`config.mk`:
```
export PLATFORM = sky130hd
export DESIGN_NAME = fifo_stream_reader
export DESIGN_NICKNAME = d
export VERILOG_FILES = /design/src/rtl/fifo_reader_pkg.sv /design/src/rtl/fifo_reader_skid.sv /design/src/rtl/fifo_stream_reader.sv
export SDC_FILE = /design/constraint.sdc
export NUM_CORES = 1
export LEC_CHECK = 0
export ABC_CLOCK_PERIOD_IN_PS = 2200
export BUFFER_PORTS_ARGS = -buffer_cell sky130_fd_sc_hd__buf_2
export CAP_MARGIN = 20
export CORE_MARGIN = 2
export CORE_UTILIZATION = 50
export CTS_CLUSTER_DIAMETER = 200
export CTS_CLUSTER_SIZE = 14
export DETAILED_ROUTE_END_ITERATION = 16
export PLACE_DENSITY_LB_ADDON = 0.2
export SYNTH_ARGS = -nofsm -noshare
export SYNTH_HDL_FRONTEND = slang
export SYNTH_SLANG_ARGS = --single-unit
```
`constraint.sdc`:
```
create_clock -name clk -period 2.2 [get_ports clk]
set_input_delay 0.44 -clock clk [delete_from_list [all_inputs] [get_ports clk]]
set_output_delay 0.44 -clock clk [all_outputs]
set_load 0.02 [all_outputs]
```
`src/rtl/fifo_reader_pkg.sv`:
```
// Shared constants for the FIFO stream reader: buffer depth, occupancy width,
// statistics counter width and the modulo-3 pointer increment.
package fifo_reader_pkg;

    localparam int BUF_DEPTH   = 3;
    localparam int OCC_W       = 2;
    localparam int POP_COUNT_W = 32;

    typedef logic [OCC_W-1:0] occ_t;

    function automatic logic [1:0] ptr_inc(input logic [1:0] p);
        return (p == 2'(BUF_DEPTH - 1)) ? 2'd0 : p + 2'd1;
    endfunction

endpackage

```
`src/rtl/fifo_reader_skid.sv`:
```
// Three-entry in-order buffer with a registered head word. The caller never
// pushes into a full buffer unless it pops in the same cycle.
module fifo_reader_skid
    import fifo_reader_pkg::*;
#(
    parameter int WIDTH = 8
) (
    input  logic             clk,
    input  logic             reset,
    input  logic             push,
    input  logic [WIDTH-1:0] din,
    input  logic             pop,
    output logic [WIDTH-1:0] dout,
    output logic [OCC_W-1:0] occ
);

    logic [WIDTH-1:0] mem [BUF_DEPTH];
    logic [1:0]       rd_ptr;
    logic [1:0]       wr_ptr;
    logic             do_pop;
    logic             do_push;
    logic [WIDTH-1:0] dout_nxt;

    assign do_pop  = pop && (occ != '0);
    assign do_push = push && ((occ != OCC_W'(BUF_DEPTH)) || do_pop);

    // Head word is precomputed so dout comes straight from a flop.
    always_comb begin
        dout_nxt = dout;
        if (do_pop) begin
            if (occ == OCC_W'(1))
                dout_nxt = do_push ? din : dout;
            else
                dout_nxt = mem[ptr_inc(rd_ptr)];
        end else if ((occ == '0) && do_push) begin
            dout_nxt = din;
        end
    end

    always_ff @(posedge clk) begin
        if (do_push)
            mem[wr_ptr] <= din;
    end

    always_ff @(posedge clk) begin
        if (reset) begin
            rd_ptr <= 2'd0;
            wr_ptr <= 2'd0;
            occ    <= '0;
            dout   <= '0;
        end else begin
            dout <= dout_nxt;
            if (do_push)
                wr_ptr <= ptr_inc(wr_ptr);
            if (do_pop)
                rd_ptr <= ptr_inc(rd_ptr);
            case ({do_push, do_pop})
                2'b10:   occ <= occ + OCC_W'(1);
                2'b01:   occ <= occ - OCC_W'(1);
                default: occ <= occ;
            endcase
        end
    end

endmodule

```
`src/rtl/fifo_stream_reader.sv`:
```
// Drains a read-latency-1 FIFO into a valid/ready stream via a 3-entry buffer.
// Optional accepted-word counter pop_count is enabled by FIFO_READER_STAT_EN.
module fifo_stream_reader
    import fifo_reader_pkg::*;
#(
    parameter int WIDTH = 8
) (
    input  logic                   clk,
    input  logic                   reset,
    input  logic                   fifo_empty,
    output logic                   fifo_re,
    input  logic [WIDTH-1:0]       fifo_dout,
    output logic                   m_valid,
    input  logic                   m_ready,
    output logic [WIDTH-1:0]       m_data
`ifdef FIFO_READER_STAT_EN
    ,
    output logic [POP_COUNT_W-1:0] pop_count
`endif
);

    // Handshake: a word moves when m_valid && m_ready on a rising edge; m_valid
    // never waits on m_ready, and m_data holds steady while m_valid && !m_ready.
    logic       infl;
    occ_t       occ;
    logic [2:0] pending;
    logic       xfer;

    // Reads are credited against buffer slots only, so m_ready never reaches fifo_re.
    assign pending = {1'b0, occ} + {2'b00, infl};
    assign fifo_re = !reset && !fifo_empty && (pending < 3'(BUF_DEPTH));
    assign m_valid = (occ != '0);
    assign xfer    = m_valid && m_ready;

    always_ff @(posedge clk) begin
        if (reset)
            infl <= 1'b0;
        else
            infl <= fifo_re;
    end

    fifo_reader_skid #(
        .WIDTH(WIDTH)
    ) u_skid (
        .clk  (clk),
        .reset(reset),
        .push (infl),
        .din  (fifo_dout),
        .pop  (xfer),
        .dout (m_data),
        .occ  (occ)
    );

`ifdef FIFO_READER_STAT_EN
    always_ff @(posedge clk) begin
        if (reset)
            pop_count <= '0;
        else if (xfer)
            pop_count <= pop_count + POP_COUNT_W'(1);
    end
`endif

endmodule
```
Word-level counts from Yosys, hierarchy flattened
Memories as Yosys holds them, arrays and structs flattened.
Index checks and enable logic that the tools add are counted.
Widths: inputs -> output; s select.

cells by class
  add/subtract/negate cells = 5
  $lt $le $gt $ge = 1
  equal/unequal tests = 7
  mux-type cells = 9
  reductions and logical operators = 14

operator list
  operator             number
  $mux 8               4
  $add 2x1->2 const B  3
  $eq 2x2->1 const B   3
  $logic_and 1x1->1    6
  $reduce_bool 2->1    3
  $eq 2x1->1 const B   2
  $mux 2               2
  $pmux 2 s2           1
  $add 2x1->3          1
  $lt 3x2->1 const B   1
  $ne 3x3->1 const B   1
  $logic_not 1->1      2
  $logic_not 2->1      1
  $mux 1               2
  $ne 2x2->1 const B   1
  $reduce_and 2->1     1
  $sub 2x1->2 const B  1
  $logic_or 1x1->1     1

storage, ports and cells
  bits in registers = 15
  bits in writable memories = 24
  bits of input ports = 12
  output and inout port bits = 10
  word-level logic and storage cells = 42
  memories kept = 1

memories
  memory      words  width  rd ports  clocked after Yosys merged registers in  write ports  RTL line                text
  u_skid.mem  3      8      1         0                                        1            fifo_reader_skid.sv:17  logic [WIDTH-1:0] mem [BUF_DEPTH];

Depth between registers and ports, before layout
Gate-level depths: netlist of run 1.

  word-level depth = 8
  gate-level depth with buffers = 7
  mapped depth without buffers = 6

Cells and area by module
Synthesis of run 1 repeated with hierarchy kept, for this count alone.

unflattened totals
  cells, all modules = 164
  area total of the unflattened synthesis = 1805.5 µm²

by module, submodules not included
  module              instances  cells each  area each (µm²)  seq. area each (µm²)
  fifo_reader_skid    1          157         1721.7           1001.0
  fifo_stream_reader  1          7           83.8             20.0

Least setup slack after synthesis of run 1
OpenSTA, ideal clock, no wires.

  path kind = register to output
  from = register infl
  to = output fifo_re
  arrival time = 1.995 ns
  required time = 1.760 ns
  path slack = -0.235 ns
  cell stages (with the launch flop) = 4
  path buffers = 0
  cells stage by stage = dfxtp_1 -> ha_1 -> ha_1 -> a2111oi_0

on the way
  cells in the longest elaborated chain, start to end = 3

RTL lines
  item                    RTL line                  text
  from (decl)             fifo_stream_reader.sv:24  logic infl;
  from (signal assigned)  fifo_stream_reader.sv:39  infl <= fifo_re;
  $add 2x1->3             fifo_stream_reader.sv:30  assign pending = {1'b0, occ} + {2'b00, infl};
  $lt 3x2->1              fifo_stream_reader.sv:31  assign fifo_re = !reset && !fifo_empty && (pending < 3'(BUF_DEPTH));
  $logic_and 1x1->1       fifo_stream_reader.sv:31
  to (decl)               fifo_stream_reader.sv:11  output logic fifo_re,

No other way between the ends.

Worst setup path in the final report of run 1
Same ends and word-level chain as after synthesis.

==> results_dict.tcl, run 1 <==
set metrics [dict create \
    die_area_mm2 0.00374 \
    min_period_ns 2.08 \
    firstDrtPassIters 4 \
    cts_made_buffers 5 \
    drv_slew 0 \
    path_max_fanout 2 \
    finalWirelength_mm 3.21 \
    ys_seq_area_share_pct 62.4 \
    initial_utilization_pct 53.1 \
    synth_cell_types 27 \
    die_w_um 61.2 \
    tightestPinTransition_ns 0.684 \
    grt_pass1_wl_mm 4.98 \
    viasPerCell 5.40 \
    cts_tree "done" \
    hpwl_mm 2.13 \
    end_kind "output pin" \
    n_antenna_cell 0 \
    cp-startpoint "infl" \
    vias 1085 \
    worstPathArrival_ns 1.64 \
    worstRegToRegCells 6 \
    synthArstFlopShare_pct 0 \
    p_leak_uw 0.000769 \
    clock_latency_ns 0.35 \
    port_buffers 21 \
    postRouteAntennaNets 0 \
    avgRoutedWirePerCell_um 16.0 \
    place_congestion 0.732 \
    synthesis.yosys.warnings 0 \
    rsz0062_at_grt "false" \
    hold_viol 0 \
    synthToLayoutAreaGrowth_pct 17.1 \
    finalPower_uw 1700 \
    rrSetupSlack_ns 0.22 \
    min_path_type "in -> reg" \
    fin_worst_hold_slack_ns 0.261 \
    clkSinkCount 39 \
    syn_area_per_cell_um2 12.7 \
    drc 0 \
    netlist_instances 129 \
    status "finished clean" \
    slew_headroom_pct 54.3 \
    holdBufCountCts 0 \
    power_density_mw_per_mm2 887 \
    cp-start-kind "flop" \
    grt_start_max_net_pins 20 \
    netlist_area_mm2 0.00164 \
    clk_pin_slew_ns 0.11 \
    core_mm2 0.00308 \
    track_usage_pct 19.4 \
    setup_viol_count_final 0 \
    ys.flop_type "edfxtp_1" \
    clock.fmax_ghz 0.480 \
    clockBufferDepth 2 \
    synth-seq-cells 39 \
    wl_met3_um 123 \
    antenna_found_initial 0 \
    cap_violations 0 \
    r2r-start "u_skid.occ[1]" \
    irDropWorstVdd_mv 0.616 \
    reg2reg_to "u_skid.mem[1][1]" \
    layout-drive-gt1-share_pct 27.4 \
    period_share_pct 94.7 \
    htreeDepth 2 \
    design.portCount 22 \
    setup_tns_ns 0 \
    root_buffer "clkbuf_4" \
    grt_overflow 0 \
    grt_pass1_vias 1041 \
    fillCellCount 268 \
    synth_edf_count 24 \
    top_layer "met4" \
    fin_area_mm2 0.00191 \
    wl_met1_mm 1.50 \
    fin_nets 173 \
    crit_required_ns 1.76 \
    worstSetupPathType "reg -> out" \
    syn-num-nets 146 \
    fp.dieH_um 61.2 \
    worstSetupEndpoint "fifo_re" \
    clock_skew_ns 0.0166 \
    rows 20 \
    drtIter0Drc 38 \
    placed_area_mm2 0.00179 \
    wl_met2_mm 1.54 \
    finish.utilization_pct 62.2 \
]
==> sequential cells by signal, indices dropped and copies added, names as in the netlist <==
name / count
u_skid.occ: 2
u_skid.mem: 24
u_skid.dout: 8
infl: 1
u_skid.wr_ptr: 2
u_skid.rd_ptr: 2
==> where the power goes <==
| group | switching (uW) | leakage, uW | total [uW] | internal [uW] |
|---|---|---|---|---|
| clock network | 231 | 0.0000482 | 499 | 269 |
| registers | 44.1 | 0.000343 | 874 | 830 |
| logic | 188 | 0.000378 | 325 | 137 |
==> repair_timing <==
item / in CTS / in global routing
resized for setup: 5 / 1
buffers inserted: 2 / 0
setup endpoints to repair: 1 / 1
pin swaps: 0 / 1
==> how the worst min path moves through the flow <==
stage / startpoint / end / slack, ns / depth (start not counted)
global placement: u_skid.dout[0] / u_skid.dout[0] / 0.49 / 2
CTS: fifo_empty / infl / 0.26 / 2
detailed placement: u_skid.wr_ptr[1] / u_skid.wr_ptr[1] / 0.49 / 2
global route: fifo_empty / infl / 0.25 / 2
finish: fifo_empty / infl / 0.26 / 2
floorplan: u_skid.wr_ptr[1] / u_skid.wr_ptr[1] / 0.47 / 2
==> cell usage in the layout, fill, tap and decap left out, drive strengths merged <==
cell type and instances:
buf 26, edfxtp 24, mux2i 17, dfxtp 15, nor2 13, a21oi 11
o22ai 8, inv 6, clkbuf 6, nor3 5, ha 5, o21ai 3
nor2b 2, nor3b 2, nand2 2, a2111oi 2, a211oi 2, nand2b 1
or3 1, o21bai 1, nand3 1, a311oi 1, o21a 1, clkinv 1
bufinv 1
==> kinds of logic after synthesis <==
kind of cell | Yosys count | synth area share, %
AOI/OAI and AO/OA | 29 | 12.0
adders and majority gates | 5 | 3.83
buffers and inverters | 12 | 3.29
DFF | 39 | 62.4
muxes | 17 | 10.4
and+or+nand+nor | 27 | 8.03
==> Yosys cell counts, types with 2 or more instances <==
master     count  share of area (%)
nor2_1        13                3.0
nand2_1        2               0.46
inv_1          6                1.4
nor3b_1        2               0.92
dfxtp_1       15                 18
buf_2          4                1.2
o22ai_1        8                3.1
edfxtp_1      24                 44
nor2b_2        2                1.1
a21oi_1       11                3.4
mux2i_1       17                 10
a2111oi_0      2                1.1
ha_1           5                3.8
nor3_1         5                1.5
==> routing by layer <==
| metal | vias up | GRT usage, % |
|---|---|---|
| met4 | 0 | 7.45 |
| met1 | 521 | 25.0 |
| met3 | 6 | 5.67 |
| li1 | 535 | - |
| met5 | - | 0 |
| met2 | 23 | 30.9 |
==> critical path, cell delays in order (launching register included) <==
cell       delay (ns)
dfxtp_4          0.36
ha_1             0.22
ha_4             0.22
a2111oi_2        0.28
buf_2            0.22
==> final cells by class <==
class | count | area, um^2 | area share, %
timing repair buffer | 26 | 143 | 7.45
clock buffer | 6 | 51.3 | 2.68
inverter | 6 | 22.5 | 1.18
multi-input combinational | 78 | 579 | 30.3
sequential | 39 | 1030 | 53.7
tap | 44 | 55.1 | 2.88
clock inverter | 2 | 35.0 | 1.83
==> stage by stage <==
stage                     cells  setup WS [ns]
final                       201          0.116
after global routing        201         0.0207
after CTS                   201        0.00696
after detailed placement    191          0.258
after global placement      191          0.293
after floorplan             129        0.00912
(Power assumes the default switching activity.)
==> run 2: changes to the inputs <==
==> constraint.sdc (replaced) <==
create_clock -name clk -period 2.2 [get_ports clk]
set_input_delay 0.44 -clock clk [delete_from_list [all_inputs] [get_ports clk]]
set_output_delay 0.44 -clock clk [all_outputs]
set_load 0.005 [all_outputs]
==> results_dict.tcl, run 2 (same netlist as run 1, synthesis figures left out) <==
set metrics [dict create \
    status "finished clean" \
    clock_latency_ns 0.33 \
    min_period_ns 2.06 \
    worstPathArrival_ns 2.11 \
    path_max_fanout 6 \
    finalNonFillerCells 202 \
    top_layer "met4" \
    clkSinkCount 39 \
    cp-start-kind "flop" \
    p_leak_uw 0.000752 \
    core_mm2 0.00308 \
    clk_pin_slew_ns 0.10 \
    die_area_mm2 0.00374 \
    tightestPinTransition_ns 0.673 \
    wl_met1_mm 1.44 \
    cts_tree "done" \
    end_kind "flop" \
    wl_met3_um 82 \
    drc 0 \
    postRouteAntennaNets 0 \
    fin_nets 174 \
    fp.dieH_um 61.2 \
    wl_met2_mm 1.46 \
    critical-path-slowest-cell "dfxtp_1" \
    clock.fmax_ghz 0.487 \
    synthToLayoutAreaGrowth_pct 15.5 \
    cts_made_buffers 5 \
    rsz0062_at_grt "false" \
    vias 1081 \
    viasPerCell 5.35 \
    crit_required_ns 2.25 \
    grt_pass1_vias 1011 \
    root_buffer "clkbuf_4" \
    grt_start_max_net_pins 20 \
    antenna_found_initial 0 \
    finalWirelength_mm 3.02 \
    slowest_delay_ns 0.47 \
    cap_violations 0 \
    worst_slack_ns 0.145 \
    placed_cells 193 \
    die_w_um 61.2 \
    clock_skew_ns 0.00505 \
    layout-drive-gt1-share_pct 26.6 \
    port_buffers 21 \
    power_density_mw_per_mm2 792 \
    firstDrtPassIters 4 \
    setup_tns_ns 0 \
    hpwl_mm 2.15 \
    rows 20 \
    min_path_type "in -> reg" \
    design.portCount 22 \
    track_usage_pct 19.0 \
    final_common_cell "edfxtp_1" \
    clockBufferDepth 2 \
    worstSetupPathType "reg -> reg" \
    grt_overflow 0 \
    reg_top3 "u_skid.mem: 24 flops, u_skid.dout: 8 flops" \
    n_antenna_cell 0 \
    path_cells "inv_1 > ha_1 > nor2b_2 > o21ai_1 > nor3b_1 > buf_4" \
    place_congestion 0.786 \
    initial_utilization_pct 53.1 \
    post-place-ws_ns 0.202 \
    irDropWorstVdd_mv 0.475 \
    avgRoutedWirePerCell_um 14.9 \
    largest_reg_flops 24 \
    setup_viol_count_final 0 \
    period_share_pct 93.4 \
    largest-register "u_skid.mem" \
    hold_viol 0 \
    htreeDepth 2 \
    final_cell_mix "edfxtp_1, buf_2, mux2i_1" \
    drtIter0Drc 33 \
    finish.utilization_pct 61.3 \
    drv_slew 0 \
    slew_headroom_pct 55.1 \
    grt_pass1_wl_mm 4.90 \
]
run 2: cell types whose count changed in the layout (fill, tap and decap cells not counted):
cell / delta
bufinv_16: -1
buf_4: +1
clkbuf_8: -1
clkinv_1: +2
clkinv_2: -1
clkinvlp_4: +1
run 2: per-stage QoR:
stage / total power [uW] / hold slack (ns) / cell area [um^2]
3_5_place_dp: 1170 / 0.497 / 1800
4_1_cts: 1510 / 0.259 / 1870
2_1_floorplan: 1070 / 0.468 / 1640
5_1_grt: 1580 / 0.282 / 1890
3_3_place_gp: 1150 / 0.491 / 1800
6_report: 1500 / 0.285 / 1890
run 2: final timing paths:
check | from | end | slack [ns] | depth (start not counted)
setup / recovery | u_skid.occ[1] | u_skid.mem[2][7] | 0.14 | 6
hold / removal | fifo_empty | infl | 0.29 | 2
setup reg to reg | u_skid.occ[1] | u_skid.mem[2][7] | 0.14 | 6
hold reg to reg | u_skid.wr_ptr[1] | u_skid.wr_ptr[1] | 0.51 | 2
run 2: critical path, delay by kind of cell, from the launching register on:
kind,cells,cell delay (ns)
and+or+nand+nor,2,0.59
DFF,1,0.47
buffers and inverters,2,0.33
adders and majority gates,1,0.23
AOI/OAI and AO/OA,1,0.16
run 2: timing repair:
action                                 CTS  global route
gates cloned                             0             0
setup endpoints to repair                1             1
hold buffers                             0             0
pin swaps                                0             1
resized for setup                        5             2
endpoints found under the hold margin    0             0
buffers inserted                         1             0
run 2: final cells by class:
cell class | instances | area (um^2)
fill | 266 | 1190
sequential | 39 | 1030
multi-input combinational | 78 | 579
timing repair buffer | 27 | 150
tap | 44 | 55.1
clock buffer | 5 | 37.5
inverter | 6 | 22.5
clock inverter | 3 | 15.0
run 2: where the power goes:
| group | internal [uW] | total, uW | switching (uW) |
|---|---|---|---|
| registers | 830 | 877 | 46.9 |
| logic | 134 | 281 | 147 |
| clock network | 117 | 337 | 220 |
| total | 1080 | 1500 | 414 |
run 2: per-layer routing:
layer / global-route usage (%) / vias up
li1: - / 537
met1: 25.5 / 520
met2: 29.3 / 20
met3: 4.41 / 4
met4: 8.70 / 0
met5: 0 / -
